--- config.mk ---
export PLATFORM = sky130hd
export DESIGN_NAME = button_conditioner_flat
export DESIGN_NICKNAME = d
export VERILOG_FILES = /design/src/rtl/button_conditioner_if.sv /design/src/rtl/button_conditioner.sv /design/src/flat_wrapper.sv
export SDC_FILE = /design/constraint.sdc
export NUM_CORES = 1
export LEC_CHECK = 0
export CORE_ASPECT_RATIO = 0.5
export CORE_MARGIN = 3
export CORE_UTILIZATION = 40
export DETAILED_ROUTE_END_ITERATION = 16
export MAX_ROUTING_LAYER = met4
export SLEW_MARGIN = 10
export SYNTH_ARGS = -nofsm -noshare
export SYNTH_HDL_FRONTEND = slang
export SYNTH_SLANG_ARGS = --single-unit
--- constraint.sdc ---
create_clock -name clk -period 5.2 [get_ports clk]
set_clock_uncertainty 0.1 [all_clocks]
set_input_delay 0.78 -clock clk [delete_from_list [all_inputs] [get_ports clk]]
set_output_delay 0.78 -clock clk [all_outputs]
set_load 0.005 [all_outputs]
--- src/rtl/button_conditioner_if.sv ---
// Button conditioner signal bundle: raw button levels in, debounced levels and
// single-cycle step pulses out toward the cursor-position stage.
interface button_conditioner_if;
    logic       btnU;
    logic       btnD;
    logic       btnL;
    logic       btnR;
    logic [3:0] held;
    logic       step_up;
    logic       step_down;
    logic       step_left;
    logic       step_right;

    // Drives the raw buttons and consumes the conditioned outputs.
    modport master (
        output btnU, btnD, btnL, btnR,
        input  held, step_up, step_down, step_left, step_right
    );

    // The conditioner itself.
    modport slave (
        input  btnU, btnD, btnL, btnR,
        output held, step_up, step_down, step_left, step_right
    );
endinterface

--- src/rtl/button_conditioner.sv ---
// Four-channel push-button conditioner: 2-flop synchroniser, debouncer and a
// typematic auto-repeat FSM per button, with opposite-direction pulse masking.
// Channel order everywhere is {R,L,D,U}: bit 0 is U, bit 3 is R.
module button_conditioner #(
    parameter int unsigned DEBOUNCE_CYCLES = 1_000_000,
    parameter int unsigned REPEAT_DELAY    = 50_000_000,
    parameter int unsigned REPEAT_PERIOD   = 10_000_000
) (
    input logic                 clk,
    input logic                 reset,
    button_conditioner_if.slave bus
);

    localparam int unsigned DB_W    = $clog2(DEBOUNCE_CYCLES + 1);
    localparam int unsigned RPT_MAX = (REPEAT_DELAY > REPEAT_PERIOD) ? REPEAT_DELAY
                                                                     : REPEAT_PERIOD;
    localparam int unsigned RPT_W   = $clog2(RPT_MAX + 1);

    localparam logic [DB_W-1:0]  DB_LAST     = DB_W'(DEBOUNCE_CYCLES - 1);
    localparam logic [RPT_W-1:0] DELAY_LAST  = RPT_W'(REPEAT_DELAY - 1);
    localparam logic [RPT_W-1:0] PERIOD_LAST = RPT_W'(REPEAT_PERIOD - 1);

    localparam logic [1:0] IDLE   = 2'd0;
    localparam logic [1:0] DELAY  = 2'd1;
    localparam logic [1:0] REPEAT = 2'd2;

    logic [3:0]       raw;
    logic [3:0]       sync1_q;
    logic [3:0]       sync_q;
    logic [3:0]       held_q;
    logic [3:0]       held_d;
    logic [DB_W-1:0]  db_cnt_q  [4];
    logic [DB_W-1:0]  db_cnt_d  [4];
    logic [1:0]       state_q   [4];
    logic [1:0]       state_d   [4];
    logic [RPT_W-1:0] rpt_cnt_q [4];
    logic [RPT_W-1:0] rpt_cnt_d [4];
    logic [3:0]       raw_pulse;
    logic [3:0]       step_q;
    logic [3:0]       step_d;
    logic             both_ud;
    logic             both_lr;

    assign raw = {bus.btnR, bus.btnL, bus.btnD, bus.btnU};

    // Debounce: accept a level change only after DEBOUNCE_CYCLES consecutive differing samples.
    always_comb begin
        held_d = held_q;
        for (int i = 0; i < 4; i++) begin
            db_cnt_d[i] = '0;
            if (sync_q[i] != held_q[i]) begin
                if (db_cnt_q[i] == DB_LAST) begin
                    held_d[i] = ~held_q[i];
                end else begin
                    db_cnt_d[i] = db_cnt_q[i] + 1'b1;
                end
            end
        end
    end

    // Repeat FSMs: initial pulse on acceptance, first repeat after the delay, then periodic.
    // Decisions use held_d so a release accepted this edge suppresses any pulse on it.
    always_comb begin
        raw_pulse = '0;
        for (int i = 0; i < 4; i++) begin
            state_d[i]   = state_q[i];
            rpt_cnt_d[i] = rpt_cnt_q[i];
            case (state_q[i])
                IDLE: begin
                    if (held_d[i] && !held_q[i]) begin
                        raw_pulse[i] = 1'b1;
                        rpt_cnt_d[i] = '0;
                        state_d[i]   = DELAY;
                    end
                end
                DELAY: begin
                    if (!held_d[i]) begin
                        rpt_cnt_d[i] = '0;
                        state_d[i]   = IDLE;
                    end else if (rpt_cnt_q[i] == DELAY_LAST) begin
                        raw_pulse[i] = 1'b1;
                        rpt_cnt_d[i] = '0;
                        state_d[i]   = REPEAT;
                    end else begin
                        rpt_cnt_d[i] = rpt_cnt_q[i] + 1'b1;
                    end
                end
                REPEAT: begin
                    if (!held_d[i]) begin
                        rpt_cnt_d[i] = '0;
                        state_d[i]   = IDLE;
                    end else if (rpt_cnt_q[i] == PERIOD_LAST) begin
                        raw_pulse[i] = 1'b1;
                        rpt_cnt_d[i] = '0;
                    end else begin
                        rpt_cnt_d[i] = rpt_cnt_q[i] + 1'b1;
                    end
                end
                default: begin
                    rpt_cnt_d[i] = '0;
                    state_d[i]   = IDLE;
                end
            endcase
        end
    end

    // Opposite-direction mask, evaluated on the levels that become visible with the pulse.
    always_comb begin
        both_ud = held_d[0] & held_d[1];
        both_lr = held_d[2] & held_d[3];
        step_d  = {raw_pulse[3] & ~both_lr, raw_pulse[2] & ~both_lr,
                   raw_pulse[1] & ~both_ud, raw_pulse[0] & ~both_ud};
    end

    // State registers; reset discards any press in progress.
    always_ff @(posedge clk or negedge reset) begin
        if (!reset) begin
            sync1_q <= '0;
            sync_q  <= '0;
            held_q  <= '0;
            step_q  <= '0;
            for (int i = 0; i < 4; i++) begin
                db_cnt_q[i]  <= '0;
                state_q[i]   <= IDLE;
                rpt_cnt_q[i] <= '0;
            end
        end else begin
            sync1_q <= raw;
            sync_q  <= sync1_q;
            held_q  <= held_d;
            step_q  <= step_d;
            for (int i = 0; i < 4; i++) begin
                db_cnt_q[i]  <= db_cnt_d[i];
                state_q[i]   <= state_d[i];
                rpt_cnt_q[i] <= rpt_cnt_d[i];
            end
        end
    end

    assign bus.held       = held_q;
    assign bus.step_up    = step_q[0];
    assign bus.step_down  = step_q[1];
    assign bus.step_left  = step_q[2];
    assign bus.step_right = step_q[3];

endmodule

--- src/flat_wrapper.sv ---
// flat-port wrapper written by rule: the top's interface ports become plain ports
module button_conditioner_flat 
#(
    parameter int unsigned DEBOUNCE_CYCLES = 1_000_000,
    parameter int unsigned REPEAT_DELAY    = 50_000_000,
    parameter int unsigned REPEAT_PERIOD   = 10_000_000
)
  (clk, reset, bus_btnU, bus_btnD, bus_btnL, bus_btnR, bus_held, bus_step_up, bus_step_down, bus_step_left, bus_step_right);
  button_conditioner_if bus_i ();
  input logic clk;
  input logic reset;
  input wire logic [$bits(bus_i.btnU)-1:0] bus_btnU;
  input wire logic [$bits(bus_i.btnD)-1:0] bus_btnD;
  input wire logic [$bits(bus_i.btnL)-1:0] bus_btnL;
  input wire logic [$bits(bus_i.btnR)-1:0] bus_btnR;
  output wire logic [$bits(bus_i.held)-1:0] bus_held;
  output wire logic [$bits(bus_i.step_up)-1:0] bus_step_up;
  output wire logic [$bits(bus_i.step_down)-1:0] bus_step_down;
  output wire logic [$bits(bus_i.step_left)-1:0] bus_step_left;
  output wire logic [$bits(bus_i.step_right)-1:0] bus_step_right;
  assign bus_i.btnU = bus_btnU;
  assign bus_i.btnD = bus_btnD;
  assign bus_i.btnL = bus_btnL;
  assign bus_i.btnR = bus_btnR;
  assign bus_held = bus_i.held;
  assign bus_step_up = bus_i.step_up;
  assign bus_step_down = bus_i.step_down;
  assign bus_step_left = bus_i.step_left;
  assign bus_step_right = bus_i.step_right;
  button_conditioner #(.DEBOUNCE_CYCLES(DEBOUNCE_CYCLES), .REPEAT_DELAY(REPEAT_DELAY), .REPEAT_PERIOD(REPEAT_PERIOD)) u_core (.clk(clk), .reset(reset), .bus(bus_i));
endmodule
==> Word-level counts from Yosys, hierarchy flattened <==
Cells that the tools add are included.
{ "word_totals": {"ff_bits": 208, "word_cells": 172, "out_inout_bits": 8} }
{ "classes": {"bitwise": 12, "muxes": 84, "add_sub_neg": 8, "eq_ne": 36, "n_reduce_logical": 16} }
{ "op_table": {"columns": ["op", "n"], "rows": [
  ["26-bit two-way mux", 20],
  ["26-bit one-hot mux with 3 select lines", 4],
  ["20-bit two-way mux", 8],
  ["26-bit by 1-bit adder with 26-bit output, second input constant", 4],
  ["26-bit by 24-bit == test with 1-bit output, second input constant", 4],
  ["26-bit == test, second input constant", 4],
  ["20-bit by 1-bit adder with 20-bit output, second input constant", 4],
  ["20-bit == test, second input constant", 4],
  ["2-bit two-way mux", 16],
  ["1-bit two-way mux", 28],
  ["2-bit one-hot mux with 3 select lines", 4],
  ["3-bit inequality test, second input constant", 4],
  ["1-bit one-hot mux with 3 select lines", 4],
  ["3-bit AND reduction", 4],
  ["2-bit by 1-bit == test with 1-bit output, second input constant", 4],
  ["2-bit == test, second input constant", 4],
  ["2-bit logical NOT", 4],
  ["2-bit by 1-bit inequality test with 1-bit output, second input constant", 4],
  ["2-bit inequality test, second input constant", 4],
  ["1-bit bitwise AND", 6],
  ["1-bit inverter", 6],
  ["1-bit logical AND", 4],
  ["1-bit logical NOT", 4],
  ["1-bit inequality test", 4]
]} }

==> Longest topological paths before layout <==
Gate-level depths: netlist of the first run.
{ "depth": {"depth_word": 7, "mapped_depth": 9, "mapped_depth_nobuf": 8} }

==> Least setup slack after synthesis of the first run <==
OpenSTA, ideal clock, no wires.
{ "synth_path": {"kind": "reg2reg", "startpoint": "register u_core.db_cnt_q[7] (netlist bit)", "endpoint": "register u_core.rpt_cnt_q[19] (netlist bit)", "arrival_time_ns": 2.666, "n_path_buf": 2, "path_stages_with_launch": 9, "path_slack_ns": 2.342, "cell_sequence": "dfrtp_1 -> or4_1 -> or4_4 -> or3_1 -> a22oi_2 -> buf_6 -> nand2_4 -> buf_6 -> o31ai_2"} }
{ "synth_via": {"elab_chain_len": 5, "word_cells_on_any_way": 8, "cone_classes": "2 x eq/ne; 5 x mux; 1 x reduce/logical"} }
{ "synth_lines": {"columns": ["item", "line_no", "source"], "rows": [
  ["start, declared", "button_conditioner.sv:32", "logic [DB_W-1:0] db_cnt_q [4];"],
  ["start signal, assigned by index", "button_conditioner.sv:133", "db_cnt_q[i] <= db_cnt_d[i];"],
  ["20-bit == test (*)", "button_conditioner.sv:52", "if (db_cnt_q[i] == DB_LAST) begin"],
  ["1-bit two-way mux (*)", "button_conditioner.sv:52", null],
  ["1-bit two-way mux (*)", "button_conditioner.sv:51", "if (sync_q[i] != held_q[i]) begin"],
  ["26-bit two-way mux (tied with other cells)", "button_conditioner.sv:89", "if (!held_d[i]) begin"],
  ["26-bit one-hot mux with 3 select lines or 2-bit by 1-bit inequality test with 1-bit output (tied branches)", null, null],
  ["end signal, assigned by index", "button_conditioner.sv:135", "rpt_cnt_q[i] <= rpt_cnt_d[i];"],
  ["end, declared", "button_conditioner.sv:36", "logic [RPT_W-1:0] rpt_cnt_q [4];"]
]} }
Mark *: on every way between the ends. The rest lies on a longest branch, timed or not.
A chain may end at the register's enable or synchronous reset.

==> Final worst setup path of the first run <==
{ "layout_path": {"startpoint": "register u_core.db_cnt_q[67] (netlist bit)", "endpoint": "register u_core.rpt_cnt_q[94] (netlist bit)"} }
The elaborated chain is that of the path after synthesis.

==> results.txt, run 1 <==
The tightest min-delay check is of the in -> async type. Remaining antenna violation count after routing: 0. For the worst flop-to-flop path, the logic depth is 6. The initial standard-cell utilization of the core is 41.17%.

Measured on the finished design, the core utilization comes to 45.47%. The largest individual stage delay along the critical path comes from the cell o22a_1. In this run the most used layer during global routing was met2. The logs give 3 for the largest buffer count on any clock path and 0.03105 mm² for the total die area. The detailed router placed 9299 vias in this run. The critical setup path kind was reg -> reg. The count of buffers added on input and output ports is 13.

The category of cells accounting for the largest share of critical-path delay is simple AND/OR/NAND/NOR gates. For the count of instances resized after the clock tree is built, the log shows 0. The number of buffers created by CTS came out at 21. The first global-routing pass estimated 44040 µm of wire. The die boundary height came out at 126.1 µm. The most numerous cell type found on the critical path is or4_1.

The logs give 510 ps for the worst-skew pair later-pin latency and 2.623 mW for the total internal power. The critical path goes through or4_1 -> or4_1 -> nor3_1 -> o22a_1 -> nand2_1 -> o311ai_0. For this run, the leading register cell type out of synthesis is dfrtp_1. The area growth from synthesis to layout is 10.44%.

The worst-margin pin slew came out at 1021 ps. The logs give 1271 for the number of nets in the final layout and 0.8111 for the routability congestion estimate. VDD sags by at most 0.1944 mV. The largest net degree at the start of global routing was 121. Clock-pin slew was measured on the worst setup and hold paths at 60 ps. The element type at the critical path start is a flop.

Most common cell after layout, fill and taps aside: dfrtp_1. Counting I/O delays and the setup requirement, the final critical path takes 3903 ps. STA classifies the critical path endpoint as a flop.

Global routing used 24.43% of the available met1 tracks. Synthesis produced a netlist whose cell count is 1235. In this run, the combinational gates consume 1.9% of the power.

Each instance of the synthesized netlist takes up on average 9.344 µm². The tool flagged a number of max-cap violations equal to 0. The end of the worst register-to-register path was u_core.rpt_cnt_q[94]$_DFFE_PN0P_. The tools report the number of global-route vias before repair as 8851. The fraction of layout instances using a drive strength above 1 came out at 5.520%. The share of total power dissipated in the clock network is 48.8%.

The number of hold-repair buffers added at the cts stage came out at 0. The chip width was 246.2 µm. The fraction of registers with async set/reset was 100.0%; the global route total overflow was 0. The top-level port count was 14; the fraction of power spent switching nets was 21.09%. CTS placed an instance of clkbuf_16 at the clock tree root. After layout, the worst path uses 75.06% of the clock period. Synthesis instantiated 71 different standard cells from the library.

The analysis attributes to cell leakage a power of 5.366 nW. STA puts the critical path data required time at 5470 ps. Setup total negative slack on the finished layout was measured at 0 ps. In the global route stage, met3 resource usage came out at 2.681%. The logs give 0 for the initial antenna violation count and 16890 µm for the HPWL after detailed placement.

Dividing total power by cell area gives a power density of 260.8 mW/mm². The flop and latch count out of synthesis was 208; the count of flip-flops with a built-in enable after synthesis was 0. For this run, the detailed router's first-pass iteration total came to 5. TritonCTS built the clock tree. The critical path crosses 6 cells after its start point.

The run finished with clean final reports. For this design the total switching power over the nets is 0.7011 mW. In this run the worst setup path begins at u_core.db_cnt_q[67]$_DFF_PN0_. Global routing consumed, on the met2 layer, 25.82% of the routing resources. The tightest slew margin relative to the limit is 31.94%, and the sequential share of power is 49.3%. For flop-to-flop paths, the worst setup slack is 1300 ps. For this run, design rule violations remaining after detail routing come to 0. The number of setup violations in the final report was 0.

The tools report the final-layout fill cell count as 2632. Post-synth net total: 1268. The tools report the number of max-slew violations in the final report as 0. The total number of clock tree sinks is 208. Dividing the detail-routed wire length by the instance count gives 15.63 µm. Buffers added to address setup during post-CTS repair amount to 0. The starting DRC count in detailed routing is 894.

Dividing the detail-routed via count by the number of cells gives 5.698. Data arrives at the worst endpoint at 4180 ps. The largest stage delay on the critical path is 690 ps. Critical register-to-register path startpoint: u_core.db_cnt_q[67]$_DFF_PN0_.

Setup repair after global routing left no endpoint under its margin. In the layout the commonest cells are dfrtp_1 (208), nor2_1 (136), nand3_1 (111). The critical path contains buffers and inverters numbering 0 combined.

The largest fanout of any net on the critical path is 21, and the wire length after detailed routing is 25500 µm. The logs give 1 for the number of H-tree levels and 0.01154 mm² for the cell area after technology mapping. After floorplanning, the core was divided into 43 placement rows. Static timing analysis puts the maximum clock frequency at 0.2562 GHz. The total global-route track usage was 17.15%; the number of hold-slack violations in the final timing report was 0. The run gives 0 as the count of synthesis-stage warnings from yosys. The critical path ends at u_core.rpt_cnt_q[94]$_DFFE_PN0P_.

The logs give 0.02803 mm² for the area of the placeable core and 0 for the number of diodes added for antenna fixing. Sequential elements use 45.10% of the synthesized area.
worst min-delay path by stage:
stage	start	to	slack (ps)	cells past startpoint
after floorplan	u_core.sync1_q[0]$_DFF_PN0_	u_core.sync_q[0]$_DFF_PN0_	230	0
after global placement	u_core.sync1_q[2]$_DFF_PN0_	u_core.sync_q[2]$_DFF_PN0_	230	0
after detailed placement	u_core.sync1_q[0]$_DFF_PN0_	u_core.sync_q[0]$_DFF_PN0_	240	0
after CTS	u_core.sync1_q[1]$_DFF_PN0_	u_core.sync_q[1]$_DFF_PN0_	250	0
after global routing	u_core.sync1_q[1]$_DFF_PN0_	u_core.sync_q[1]$_DFF_PN0_	260	0
final	reset	u_core.rpt_cnt_q[21]$_DFFE_PN0P_	230	1
sequential cells by signal (all words and copies together), names as in the netlist:
| name | flops |
|---|---|
| u_core.rpt_cnt_q | 104 |
| u_core.db_cnt_q | 80 |
| u_core.state_q | 8 |
| u_core.bus.held | 4 |
| u_core.step_q | 4 |
| u_core.sync1_q | 4 |
| u_core.sync_q | 4 |
cell type report:
| type | count | area (µm²) | area share, % |
|---|---|---|---|
| inverters | 41 | 153.9 | 1.208 |
| clock inverters | 7 | 135.1 | 1.060 |
| well taps | 382 | 478.0 | 3.750 |
| multi-input cells | 947 | 6011 | 47.16 |
| repair buffers | 19 | 180.2 | 1.414 |
| clock buffers | 28 | 581.8 | 4.565 |
| flip-flops and latches | 208 | 5205 | 40.84 |
routing by layer:
layer	part of all wire (%)	vias to the layer above
li1	-	4550
met1	51	4558
met2	43	157
met3	3.7	34
met4	2.0	0
met5	0	-
logic make-up after synthesis:
group / Yosys count / synth area share [%]
buf+inv: 80 / 2.873
compound gates: 243 / 15.32
xor+xnor: 69 / 5.237
flops: 208 / 45.10
mux: 10 / 0.9324
simple gates: 598 / 27.60
fa+ha+maj: 27 / 2.927
power by group through the flow:
stage | clock network [mW] | registers [mW] | logic, mW
floorplan | 0 | 1.67 | 0.0232
global placement | 0 | 1.67 | 0.0661
detailed placement | 0 | 1.67 | 0.0681
CTS | 1.68 | 1.64 | 0.0685
global route | 1.73 | 1.64 | 0.0763
finish | 1.62 | 1.64 | 0.0641
cell usage after synthesis (all sizes together), types with 6 or more instances:
cell type | count | area [µm²]
a21o | 23 | 172.7
a21oi | 23 | 115.1
a221o | 6 | 60.06
a22o | 37 | 324.1
a22oi | 6 | 55.05
a31oi | 20 | 125.1
and2 | 30 | 187.7
and3 | 42 | 262.8
and4 | 26 | 227.7
buf | 15 | 87.59
clkbuf | 24 | 90.09
dfrtp | 208 | 5205
ha | 27 | 337.8
inv | 41 | 153.9
mux2 | 6 | 67.56
nand2 | 105 | 404.1
nand3 | 111 | 555.5
nand4 | 36 | 225.2
nand4b | 7 | 61.31
nor2 | 137 | 521.8
nor2b | 14 | 87.58
nor3 | 22 | 110.1
nor4 | 7 | 43.79
nor4bb | 9 | 90.09
o21ai | 51 | 255.3
o22ai | 11 | 68.82
o311ai | 15 | 131.4
o31ai | 21 | 191.4
or3 | 11 | 68.82
or4 | 13 | 105.1
or4b | 9 | 90.09
xnor2 | 26 | 227.7
xor2 | 43 | 376.6
through the flow:
step                instances  power, mW  hold slack [ps]  area [µm²]  setup WS [ps]
finish                   1632      3.324            227.7       12740           1297
global route             1632      3.447            260.9       12740           1007
CTS                      1632      3.382            253.4       12740           1323
detailed placement       1597      1.737            237.9       12030           1335
global placement         1597      1.734            233.7       12030           1551
floorplan                1235      1.690            231.2       11540           2342
Note: power is estimated with default switching activity, not from simulation.
==> run 2, diff against run 1 <==
- clock period: 5.2 -> 3.2 ns (I/O delays scaled with it)
==> run 2 against run 1 <==
Against the previous run:
- clock power up 58%
- sequential cell count stayed put
- largest power group unchanged
- critical path type unchanged
- fmax up 28%
==> results.txt, run 2 (same netlist as run 1, synthesis figures left out) <==
The run finished with clean final reports. The relative area change from synthesis to final layout came out at 12.69%. Clock tree synthesis selected as its root buffer the cell clkbuf_16. The worst setup path is captured at a flop. Largest net degree at the start of global routing: 93 (-23%). The final period demand of the worst path was 3043 ps (-859.9 ps); the top-level port count was 14 (unchanged).

The worst hold path begins at u_core.sync1_q[3]$_DFF_PN0_. The post-route clock period utilization is 95.11% (+20 points). The initial antenna violation count is 0 (unchanged), and the number of diodes added for antenna fixing is 0 (unchanged). Final-layout fill cell count: 2665 (+1.3%). The count of port buffers added during placement came out at 13 (unchanged). The standard-cell row count is 43 (unchanged).

Setup repair after global routing left no endpoint under its margin. The logs give 0.02803 mm² (unchanged) for the area of the placeable core and 21 (unchanged) for the number of buffers created by CTS. Number of search-and-repair iterations in the first detailed-routing pass: 5 (unchanged). The fraction of layout instances using a drive strength above 1 was 8.028% (+2.5 points); the highest attainable clock frequency was 0.3286 GHz (+28%).

Counting flops per register, the top entry is u_core.rpt_cnt_q. The initial standard-cell utilization of the core came out at 41.17% (unchanged). The tools report the max-capacitance violation count as 0 (unchanged). Power density over the cells: 409.8 mW/mm² (+57%). The tools report the largest buffer count on any clock path as 3 (unchanged). The worst slack after detailed placement is 108.8 ps (-1226 ps). The logs give 3360 ps (-820 ps) for the signal arrival time at the worst endpoint and 0 (unchanged) for the number of setup violations in the final report. The worst endpoint required time came out at 3510 ps (-1960 ps). The starting DRC count in detailed routing came out at 660 (-26%). The most common cell after layout, fill and taps aside was dfrtp_1. The worst-margin pin slew works out to 763.8 ps (-257.1 ps). The run gives 17890 µm (+5.9%) as the HPWL after detailed placement. For the number of max-slew violations in the final report, the log shows 0 (unchanged). The number of vias per cell after detailed routing came out at 5.700 (about the same).

The number of global-route vias before repair was 9296 (+5.0%); the remaining antenna violation count after routing was 0 (unchanged). The wire length after detailed routing is 26350 µm (+3.3%), and the chip width is 246.2 µm (unchanged). The run gives 1303 (+2.5%) as the number of nets in the final layout. The total global-route track usage came out at 17.92% (+0.77 points). The top cell types in the final layout, fill and taps aside, are dfrtp_1 (208), nor2_1 (136), nand3_1 (111).

The run gives 0.03105 mm² (unchanged) as the total die area. The type of the tightest min-delay check was reg -> reg. The source of the critical timing path is u_core.db_cnt_q[68]$_DFF_PN0_. The register clock-pin slew on the reported worst setup and hold paths is 70 ps (about the same), and the global-route wire length before repair is 45860 µm (+4.1%). The largest registers in the layout are u_core.rpt_cnt_q: 104 flops, u_core.db_cnt_q: 80 flops, u_core.state_q: 8 flops. The leakage dissipation is 5.522 nW (+2.9%), and the post-route DRC violation count is 0 (unchanged). The largest vdd supply drop is 0.3926 mV (+100%), and the post-route setup TNS is 0 ps (unchanged). Number of flip-flops under the largest register name: 104 (unchanged). The average wire per cell in the routed design was 15.83 µm (+1.3%). The run gives 156.6 ps (-1140 ps) as the setup slack after layout. The total number of clock tree sinks is 208 (unchanged), and the largest fanout of any net on the critical path is 12 (-43%).

The die boundary height is 126.1 µm (unchanged). Critical setup path kind: reg -> reg. TritonCTS built the clock tree. The tools report the global route total overflow as 0 (unchanged). The routed via count is 9490 (+2.1%), and the number of hold-slack violations in the final timing report is 0 (unchanged). The tools report the tightest slew margin relative to the limit as 49.08% (+17 points). The element type at the critical path start was a flop. The tools report the number of H-tree levels as 1 (unchanged). The worst-skew pair later-pin latency came out at 510 ps (about the same). The startpoint identified for the worst register-to-register timing path is u_core.db_cnt_q[68]$_DFF_PN0_.

Routability congestion estimate: 0.8401 (+3.6%).
[run 2: cell types whose count changed in the layout (fill, tap and decap cells not counted), moves of 2 or more]
cell | previous run | this run
bufinv_16 | 4 | 2
buf_4 | 6 | 34
inv_6 | 0 | 2
clkbuf_1 | 4 | 2
buf_12 | 0 | 3
clkinvlp_4 | 0 | 2
[run 2: stage by stage]
| step | instances | utilization (%) | power, mW | hold slack [ps] | instance area, µm² |
|---|---|---|---|---|---|
| 2_1_floorplan | 1235 | - | 2.746 | 84.41 | 11540 |
| 3_3_place_gp | 1626 | 43.78 | 2.824 | 233.8 | 12270 |
| 3_5_place_dp | 1626 | 43.78 | 2.829 | 245.8 | 12270 |
| 4_1_cts | 1663 | 46.29 | 5.398 | 251.5 | 12980 |
| 5_1_grt | 1665 | 46.39 | 5.532 | 261.4 | 13000 |
| 6_report | 1665 | 46.39 | 5.329 | 252.2 | 13000 |
[run 2: worst paths after layout]
check | endpoint | slack [ps] | cells after the start
max in group asynchronous | u_core.rpt_cnt_q[21]$_DFFE_PN0P_ | 1710 | 3
hold / removal | u_core.sync_q[3]$_DFF_PN0_ | 250 | 0
setup / recovery | u_core.rpt_cnt_q[103]$_DFFE_PN0P_ | 160 | 7
setup reg to reg | u_core.rpt_cnt_q[103]$_DFFE_PN0P_ | 160 | 7
hold reg to reg | u_core.sync_q[3]$_DFF_PN0_ | 250 | 0
min in group asynchronous | u_core.db_cnt_q[57]$_DFF_PN0_ | 470 | 2
[run 2: metal layers]
| layer | global-route usage (%) | wire length (µm) | vias up |
|---|---|---|---|
| li1 | - | - | 4615 |
| met1 | 24.86 | 13340 | 4723 |
| met2 | 27.76 | 11820 | 121 |
| met3 | 2.723 | 696 | 31 |
| met4 | 4.159 | 497 | 0 |
| met5 | - | 0 | - |
[run 2: repair_timing]
item,4_1_cts,5_1_grt
endpoints found under the hold margin,88,0
setup buffers,0,2
gates resized for setup,0,1
hold buffers,1,0
endpoints found under the setup margin,0,12
[run 2: cell type report]
type	count	area (µm²)	share of cell area [%]
multi-input cells	947	6011	46.22
flip-flops and latches	208	5205	40.03
inverters	41	153.9	1.183
clock buffers	27	588.1	4.522
clock inverters	9	107.6	0.8275
well taps	382	478.0	3.676
repair buffers	51	460.4	3.541
[run 2: power breakdown]
part | internal, mW | switching [mW] | leakage, nW | total [mW]
registers | 2.65 | 0.0164 | 2.88 | 2.66
logic | 0.0276 | 0.0836 | 2.30 | 0.111
clock network | 1.47 | 1.09 | 0.339 | 2.56
[run 2: worst max-delay path, stage by stage (launching register included)]
cell	delay [ps]
dfrtp_1	420
or4b_2	690
or4_1	490
nor3_1	270
o22a_1	200
nand2_1	300
buf_4	260
o31ai_1	220
